<file path="src/rtl/ctrl_pkg.sv">
// Shared constants, state encoding and instruction classification for the multicycle controller.
// Define JUMP_EN to make j/jal legal instructions; otherwise they decode as illegal.
package ctrl_pkg;

  localparam logic [4:0] ALU_ADD = 5'b00000;
  localparam logic [4:0] ALU_OR  = 5'b00001;
  localparam logic [4:0] ALU_AND = 5'b00010;
  localparam logic [4:0] ALU_SUB = 5'b00110;
  localparam logic [4:0] ALU_SLT = 5'b00111;
  localparam logic [4:0] ALU_NOR = 5'b01100;
  localparam logic [4:0] ALU_XOR = 5'b01101;
  localparam logic [4:0] ALU_SRL = 5'b10000;
  localparam logic [4:0] ALU_SRA = 5'b11000;
  localparam logic [4:0] ALU_SLL = 5'b11001;

  localparam logic [5:0] OP_RTYPE = 6'h00;
  localparam logic [5:0] OP_J     = 6'h02;
  localparam logic [5:0] OP_JAL   = 6'h03;
  localparam logic [5:0] OP_BEQ   = 6'h04;
  localparam logic [5:0] OP_ADDI  = 6'h08;
  localparam logic [5:0] OP_ADDIU = 6'h09;
  localparam logic [5:0] OP_SLTI  = 6'h0A;
  localparam logic [5:0] OP_SLTIU = 6'h0B;
  localparam logic [5:0] OP_ANDI  = 6'h0C;
  localparam logic [5:0] OP_LUI   = 6'h0F;
  localparam logic [5:0] OP_LW    = 6'h23;
  localparam logic [5:0] OP_SW    = 6'h2B;

  localparam logic [5:0] FN_SLL  = 6'h00;
  localparam logic [5:0] FN_SRL  = 6'h02;
  localparam logic [5:0] FN_SRA  = 6'h03;
  localparam logic [5:0] FN_ADD  = 6'h20;
  localparam logic [5:0] FN_ADDU = 6'h21;
  localparam logic [5:0] FN_SUB  = 6'h22;
  localparam logic [5:0] FN_SUBU = 6'h23;
  localparam logic [5:0] FN_AND  = 6'h24;
  localparam logic [5:0] FN_OR   = 6'h25;
  localparam logic [5:0] FN_XOR  = 6'h26;
  localparam logic [5:0] FN_NOR  = 6'h27;
  localparam logic [5:0] FN_SLT  = 6'h2A;
  localparam logic [5:0] FN_SLTU = 6'h2B;

  localparam logic [1:0] SRC_A_PC     = 2'b00;
  localparam logic [1:0] SRC_A_RS     = 2'b01;
  localparam logic [1:0] SRC_A_SHAMT  = 2'b10;
  localparam logic [1:0] SRC_B_RT     = 2'b00;
  localparam logic [1:0] SRC_B_FOUR   = 2'b01;
  localparam logic [1:0] SRC_B_IMM    = 2'b10;
  localparam logic [1:0] SRC_B_IMM_SH = 2'b11;
  localparam logic [1:0] PC_SRC_ALU    = 2'b00;
  localparam logic [1:0] PC_SRC_ALUOUT = 2'b01;
  localparam logic [1:0] PC_SRC_JUMP   = 2'b10;
  localparam logic [1:0] DST_RT = 2'b00;
  localparam logic [1:0] DST_RD = 2'b01;
  localparam logic [1:0] DST_RA = 2'b10;
  localparam logic [1:0] M2R_ALUOUT = 2'b00;
  localparam logic [1:0] M2R_MDR    = 2'b01;
  localparam logic [1:0] M2R_PC     = 2'b10;

  typedef enum logic [2:0] {S_IF, S_ID, S_EX, S_MEM, S_WB} state_e;

  typedef enum logic [2:0] {C_RTYPE, C_ALUI, C_LW, C_SW, C_BEQ, C_J, C_JAL, C_ILLEGAL} instr_class_e;

  typedef struct packed {
    logic       pc_write;
    logic       pc_write_cond;
    logic       ir_write;
    logic       mem_read;
    logic       mem_write;
    logic       reg_write;
    logic       i_or_d;
    logic [1:0] alu_src_a;
    logic [1:0] alu_src_b;
    logic [4:0] alu_conf;
    logic       sign;
    logic       ext_op;
    logic       lui_op;
    logic [1:0] pc_source;
    logic [1:0] reg_dst;
    logic [1:0] mem_to_reg;
    logic       illegal;
  } ctrl_t;

  function automatic instr_class_e classify(input logic [5:0] op, input logic [5:0] funct);
    instr_class_e c;
    c = C_ILLEGAL;
    case (op)
      OP_RTYPE: begin
        case (funct)
          FN_SLL, FN_SRL, FN_SRA, FN_ADD, FN_ADDU, FN_SUB, FN_SUBU,
          FN_AND, FN_OR, FN_XOR, FN_NOR, FN_SLT, FN_SLTU: c = C_RTYPE;
          default: c = C_ILLEGAL;
        endcase
      end
      OP_ADDI, OP_ADDIU, OP_SLTI, OP_SLTIU, OP_ANDI, OP_LUI: c = C_ALUI;
      OP_LW:  c = C_LW;
      OP_SW:  c = C_SW;
      OP_BEQ: c = C_BEQ;
`ifdef JUMP_EN
      OP_J:   c = C_J;
      OP_JAL: c = C_JAL;
`endif
      default: c = C_ILLEGAL;
    endcase
    return c;
  endfunction

endpackage

</file>
<file path="src/rtl/alu_conf_decode.sv">
// Execute-stage ALU setup decoded from OpCode/Funct; instructions without an ALU op yield all zeros.
module alu_conf_decode
  import ctrl_pkg::*;
(
  input  logic [5:0] op_code,
  input  logic [5:0] funct,
  output logic [4:0] alu_conf,
  output logic       sign,
  output logic       ext_op,
  output logic       lui_op,
  output logic [1:0] alu_src_a
);

  always_comb begin
    alu_conf  = ALU_ADD;
    sign      = 1'b0;
    ext_op    = 1'b0;
    lui_op    = 1'b0;
    alu_src_a = SRC_A_PC;
    case (op_code)
      OP_RTYPE: begin
        alu_src_a = SRC_A_RS;
        case (funct)
          FN_ADD, FN_ADDU: alu_conf = ALU_ADD;
          FN_SUB, FN_SUBU: alu_conf = ALU_SUB;
          FN_AND:          alu_conf = ALU_AND;
          FN_OR:           alu_conf = ALU_OR;
          FN_XOR:          alu_conf = ALU_XOR;
          FN_NOR:          alu_conf = ALU_NOR;
          FN_SLT: begin
            alu_conf = ALU_SLT;
            sign     = 1'b1;
          end
          FN_SLTU:         alu_conf = ALU_SLT;
          // Shifts feed shamt into In1 and the register data into In2.
          FN_SLL: begin
            alu_conf  = ALU_SLL;
            alu_src_a = SRC_A_SHAMT;
          end
          FN_SRL: begin
            alu_conf  = ALU_SRL;
            alu_src_a = SRC_A_SHAMT;
          end
          FN_SRA: begin
            alu_conf  = ALU_SRA;
            alu_src_a = SRC_A_SHAMT;
          end
          default: ;
        endcase
      end
      OP_ADDI, OP_ADDIU, OP_LW, OP_SW: begin
        alu_src_a = SRC_A_RS;
        ext_op    = 1'b1;
      end
      OP_ANDI: begin
        alu_src_a = SRC_A_RS;
        alu_conf  = ALU_AND;
      end
      OP_SLTI: begin
        alu_src_a = SRC_A_RS;
        alu_conf  = ALU_SLT;
        sign      = 1'b1;
        ext_op    = 1'b1;
      end
      OP_SLTIU: begin
        alu_src_a = SRC_A_RS;
        alu_conf  = ALU_SLT;
        ext_op    = 1'b1;
      end
      OP_LUI: begin
        alu_src_a = SRC_A_RS;
        lui_op    = 1'b1;
      end
      OP_BEQ: begin
        alu_src_a = SRC_A_RS;
        alu_conf  = ALU_SUB;
      end
      default: ;
    endcase
  end

endmodule

</file>
<file path="src/rtl/multicycle_ctrl.sv">
// Moore-style multicycle MIPS controller: IF/ID/EX/MEM/WB sequencing with per-state output decode.
// Define JUMP_EN (see ctrl_pkg) to enable j/jal; otherwise opcodes 02/03 raise Illegal.
module multicycle_ctrl
  import ctrl_pkg::*;
(
  input  logic       clk,
  input  logic       reset,
  input  logic [5:0] OpCode,
  input  logic [5:0] Funct,
  input  logic       Zero,
  output logic       PCWrite,
  output logic       PCWriteCond,
  output logic       IRWrite,
  output logic       MemRead,
  output logic       MemWrite,
  output logic       RegWrite,
  output logic       IorD,
  output logic [1:0] ALUSrcA,
  output logic [1:0] ALUSrcB,
  output logic [4:0] ALUConf,
  output logic       Sign,
  output logic       ExtOp,
  output logic       LuiOp,
  output logic [1:0] PCSource,
  output logic [1:0] RegDst,
  output logic [1:0] MemtoReg,
  output logic       Illegal
);

  state_e       state, state_next;
  instr_class_e iclass;
  ctrl_t        ctl, ctl_out;
  logic [4:0]   dec_conf;
  logic         dec_sign, dec_ext, dec_lui;
  logic [1:0]   dec_src_a;
  logic         unused_zero;

  // Branch qualification (PCWriteCond & Zero) is done in the datapath.
  assign unused_zero = Zero;
  assign iclass = classify(OpCode, Funct);

  alu_conf_decode u_alu_conf_decode (
    .op_code   (OpCode),
    .funct     (Funct),
    .alu_conf  (dec_conf),
    .sign      (dec_sign),
    .ext_op    (dec_ext),
    .lui_op    (dec_lui),
    .alu_src_a (dec_src_a)
  );

  always_ff @(posedge clk or negedge reset) begin
    if (!reset) state <= S_IF;
    else        state <= state_next;
  end

  always_comb begin
    state_next = S_IF;
    ctl        = '0;
    case (state)
      S_IF: begin
        ctl.mem_read  = 1'b1;
        ctl.ir_write  = 1'b1;
        ctl.pc_write  = 1'b1;
        ctl.alu_src_a = SRC_A_PC;
        ctl.alu_src_b = SRC_B_FOUR;
        ctl.alu_conf  = ALU_ADD;
        ctl.pc_source = PC_SRC_ALU;
        state_next    = S_ID;
      end
      S_ID: begin
        ctl.alu_src_a = SRC_A_PC;
        ctl.alu_src_b = SRC_B_IMM_SH;
        ctl.ext_op    = 1'b1;
        ctl.alu_conf  = ALU_ADD;
        if (iclass == C_ILLEGAL) ctl.illegal = 1'b1;
        else                     state_next  = S_EX;
      end
      S_EX: begin
        ctl.alu_conf  = dec_conf;
        ctl.sign      = dec_sign;
        ctl.ext_op    = dec_ext;
        ctl.lui_op    = dec_lui;
        ctl.alu_src_a = dec_src_a;
        case (iclass)
          C_RTYPE: begin
            ctl.alu_src_b = SRC_B_RT;
            state_next    = S_WB;
          end
          C_ALUI: begin
            ctl.alu_src_b = SRC_B_IMM;
            state_next    = S_WB;
          end
          C_LW, C_SW: begin
            ctl.alu_src_b = SRC_B_IMM;
            state_next    = S_MEM;
          end
          C_BEQ: begin
            ctl.alu_src_b     = SRC_B_RT;
            ctl.pc_write_cond = 1'b1;
            ctl.pc_source     = PC_SRC_ALUOUT;
          end
          C_J: begin
            ctl.pc_write  = 1'b1;
            ctl.pc_source = PC_SRC_JUMP;
          end
          C_JAL: begin
            ctl.pc_write   = 1'b1;
            ctl.pc_source  = PC_SRC_JUMP;
            ctl.reg_write  = 1'b1;
            ctl.reg_dst    = DST_RA;
            ctl.mem_to_reg = M2R_PC;
          end
          default: ;
        endcase
      end
      S_MEM: begin
        ctl.i_or_d = 1'b1;
        if (iclass == C_LW) begin
          ctl.mem_read = 1'b1;
          state_next   = S_WB;
        end else begin
          ctl.mem_write = 1'b1;
        end
      end
      S_WB: begin
        ctl.reg_write = 1'b1;
        if (iclass == C_LW)         ctl.mem_to_reg = M2R_MDR;
        else if (iclass == C_RTYPE) ctl.reg_dst    = DST_RD;
      end
      default: ;
    endcase
  end

  // State is already IF during reset, so the enables must be masked combinationally.
  always_comb begin
    ctl_out = ctl;
    if (!reset) begin
      ctl_out.pc_write      = 1'b0;
      ctl_out.pc_write_cond = 1'b0;
      ctl_out.ir_write      = 1'b0;
      ctl_out.mem_write     = 1'b0;
      ctl_out.reg_write     = 1'b0;
      ctl_out.illegal       = 1'b0;
    end
  end

  assign PCWrite     = ctl_out.pc_write;
  assign PCWriteCond = ctl_out.pc_write_cond;
  assign IRWrite     = ctl_out.ir_write;
  assign MemRead     = ctl_out.mem_read;
  assign MemWrite    = ctl_out.mem_write;
  assign RegWrite    = ctl_out.reg_write;
  assign IorD        = ctl_out.i_or_d;
  assign ALUSrcA     = ctl_out.alu_src_a;
  assign ALUSrcB     = ctl_out.alu_src_b;
  assign ALUConf     = ctl_out.alu_conf;
  assign Sign        = ctl_out.sign;
  assign ExtOp       = ctl_out.ext_op;
  assign LuiOp       = ctl_out.lui_op;
  assign PCSource    = ctl_out.pc_source;
  assign RegDst      = ctl_out.reg_dst;
  assign MemtoReg    = ctl_out.mem_to_reg;
  assign Illegal     = ctl_out.illegal;

endmodule

</file>
<file path="config.mk">
export PLATFORM = sky130hd
export DESIGN_NAME = multicycle_ctrl
export DESIGN_NICKNAME = d
export VERILOG_FILES = /design/src/rtl/ctrl_pkg.sv /design/src/rtl/alu_conf_decode.sv /design/src/rtl/multicycle_ctrl.sv
export SDC_FILE = /design/constraint.sdc
export NUM_CORES = 1
export LEC_CHECK = 0
export BUFFER_PORTS_ARGS = -buffer_cell sky130_fd_sc_hd__buf_2
export CAP_MARGIN = 10
export CELL_PAD_IN_SITES_DETAIL_PLACEMENT = 1
export CELL_PAD_IN_SITES_GLOBAL_PLACEMENT = 2
export CORE_UTILIZATION = 24
export CTS_BUF_LIST = sky130_fd_sc_hd__clkbuf_4
export DETAILED_ROUTE_END_ITERATION = 12
export PLACE_DENSITY = 0.85
export REMOVE_ABC_BUFFERS = 1
export SETUP_SLACK_MARGIN = 0.1
export SLEW_MARGIN = 20
export SYNTH_ARGS = -nofsm -noshare
export SYNTH_HDL_FRONTEND = slang
export SYNTH_SLANG_ARGS = --single-unit
</file>
<file path="constraint.sdc">
create_clock -name clk -period 2 [get_ports clk]
set_input_delay 0.4 -clock clk [delete_from_list [all_inputs] [get_ports clk]]
set_output_delay 0.4 -clock clk [all_outputs]
set_load 0.01 [all_outputs]
</file>
==> flow_summary.yaml <==
yosys:
  synthCells: 127
  async_flop_share: 1.00
  synth.top_cells.by_area: "dfrtp_1 8.6%, a21oi_1 5.2%, nand2_1 4.7%, buf_2 4.6%, nand2b_1 4.3%"
  yosysSeqAreaShare: 0.0861
  synth_cell_types: 48
  synthFlopType: "dfrtp_1"
  avgSynthCellArea_sq_um: 6.87
  yosysWarningCount: 0
  synth_area_sq_um: 872
  synth_edf_count: 0
  yosys.area.top_type: "dfrtp_1"
  yosys_register_bits: 3
  synth_top_area_frac: 0.0861
sta:
  max_clock_freq_mhz: 477
  hold_viol: 0
  slew_viol_final: 0
  rsz0062_at_grt: "yes"
  fin_worst_skew_ps: 3.43
  setup_slack_ps: -98.4
  setup-violations-final: 3
  min_period_over_period: 1.05
  layout_min_cycle_time_ps: 2100
worst_setup_path:
  setup.worst_path.start_class: "flop"
  path_max_fanout: 4
  path_class: "flop to output pin"
  r2r_start: "state[2]"
  critPathCaptureType: "output pin"
  cp.arrival_ps: 1700
  critPathLaunch: "state[2]"
  required_ps: 1600
cells_and_area:
  register_area_sq_um: 75.1
  top_register: "state"
  multi_input_area_sq_um: 806
  most-common-layout-cells: "32 x buf_2, 26 x buf_4, 10 x nand2_1"
  drive_above_1_share: 0.519
  area_delta_synth_final_pct: 62.0
  final_common_cell: "buf_2"
  antenna_cells: 0
  reg_top3: "state: 3 flops"
  fillerInstances: 443
  finalNetCount: 199
  largest_register_ff_count: 3
clocking:
  root_buffer: "clkbuf_4"
  cts_buffer_depth: 2
  cts.clk_slew.worst_paths_ps: 40
  cts_tree: "yes"
  cts-buffers-inserted: 3
  clkLatencyLatePin_ps: 230
  clock_sinks: 3
  htreeDepth: 1
run_status:
  violations: "negative setup slack"
  status: "finished, violations left"
placement:
  dp_hpwl_microns: 2470
  place_congestion: 0.839
  io_buffers: 36
  dp_worst_setup_slack_ps: -22.2
run:
  drv_cap: 0
route:
  drc_errors: 0
  drt_pass1_iterations: 4
  routed_wl_microns: 3220
  drtIter0Drc: 32
  vias: 1162
  ant_nets: 0
  wl_per_cell_microns: 14.0
  viasPerCell: 5.07
die:
  core_sq_mm: 0.00342
  io_pins: 41
  die_w_microns: 62.3
  die_y_microns: 62.3
  dieArea_sq_mm: 0.00388
  start_util: 0.255
  rows: 21
pwr:
  p_comb_frac: 0.661
  p_sw_frac: 0.439
  internal-power_mw: 0.338
  switching_power_mw: 0.264
  power_density_mw_per_mm2: 426
  p_leak_nw: 0.598
  peakVddDrop_mv: 0.411
  seq_power_share: 0.146
  clockPowerShare: 0.193
  p_total_mw: 0.602
grt:
  grtUsageTotal: 0.165
  grt_max_degree: 12
  grt_pass1_wl_microns: 5310
  antenna_found_initial: 0
  grt.overflow.total: 0
  grt_pass1_vias: 1153
worst_hold_path:
  hold_path_class: "input pin to asynchronous set/reset pin"
==> worst paths after layout <==
path / endpoint / slack, ps / cells after the start
setup / recovery: ALUConf[3] / -100 / 5
hold reg to reg: state[0] / 650 / 2
min in group clk: state[0] / 650 / 2
max in group asynchronous: state[2] / 1240 / 2
hold / removal: state[0] / 600 / 2
setup reg to reg: state[2] / 550 / 5
==> synthesized netlist by cell type, types with 3 or more instances <==
| library cell | number |
|---|---|
| nand2b_1 | 6 |
| and2_1 | 5 |
| nor2b_1 | 6 |
| o21ai_0 | 7 |
| nor3b_1 | 4 |
| inv_1 | 4 |
| nor4_1 | 3 |
| buf_4 | 4 |
| dfrtp_1 | 3 |
| nor3_1 | 5 |
| a21oi_1 | 9 |
| nor2_1 | 8 |
| buf_2 | 8 |
| nand2_1 | 11 |
==> through the flow <==
| step | hold WS [ps] | utilization | cell area (sq um) | setup TNS [ps] | instances |
|---|---|---|---|---|---|
| final | 603 | 0.414 | 1410 | -157 | 229 |
| after global routing | 626 | 0.414 | 1410 | -759 | 229 |
| after CTS | 609 | 0.391 | 1340 | -188 | 229 |
| after detailed placement | 238 | 0.348 | 1190 | -22.2 | 218 |
| after global placement | 230 | 0.348 | 1190 | -38.8 | 218 |
| after floorplan | 104 | - | 795 | 0 | 115 |
==> layer usage <==
layer / vias to the layer above / routed length [microns] / track usage
met3: 0 / 114 / 0.0147
met1: 565 / 1460 / 0.215
li1: 571 / - / -
met4: 0 / 0 / 0.0320
met5: - / 0 / 0
met2: 26 / 1640 / 0.295
==> worst max-delay path, cell delays in order, from the launching register on <==
cell	delay, ps
dfrtp_1	410
nor3b_4	220
nand4b_1	160
a211o_1	310
nor4_2	210
buf_2	160
==> power groups by stage <==
| stage | registers [mW] | clock network (mW) | logic [mW] |
|---|---|---|---|
| final | 0.0875 | 0.116 | 0.398 |
| after global routing | 0.0891 | 0.128 | 0.433 |
| after CTS | 0.0878 | 0.121 | 0.378 |
| after detailed placement | 0.0885 | 0 | 0.340 |
| after global placement | 0.0870 | 0 | 0.333 |
| after floorplan | 0.104 | 0 | 0.153 |
==> cell type report <==
cell class | instances | area share
Multi-Input combinational cell | 108 | 0.570
Timing Repair Buffer | 64 | 0.304
Sequential cell | 3 | 0.0531
Tap cell | 46 | 0.0407
Clock buffer | 4 | 0.0213
Inverter | 4 | 0.0106
==> kinds of logic (layout without fill, tap and decap cells) <==
group	Yosys count	count (layout)	share of synthesized area
AOI/OAI and AO/OA	37	37	0.288
buffers and inverters	18	72	0.115
and+or+nand+nor	68	68	0.506
other	1	3	0.00430
DFF	3	3	0.0861
==> timing repair <==
action	CTS	global route
hold buffers	1	0
resized for setup	14	20
pin swaps	6	4
setup buffers	6	1
hold endpoints to repair	3	0
setup endpoints to repair	11	15
(Power assumes the default switching activity.)
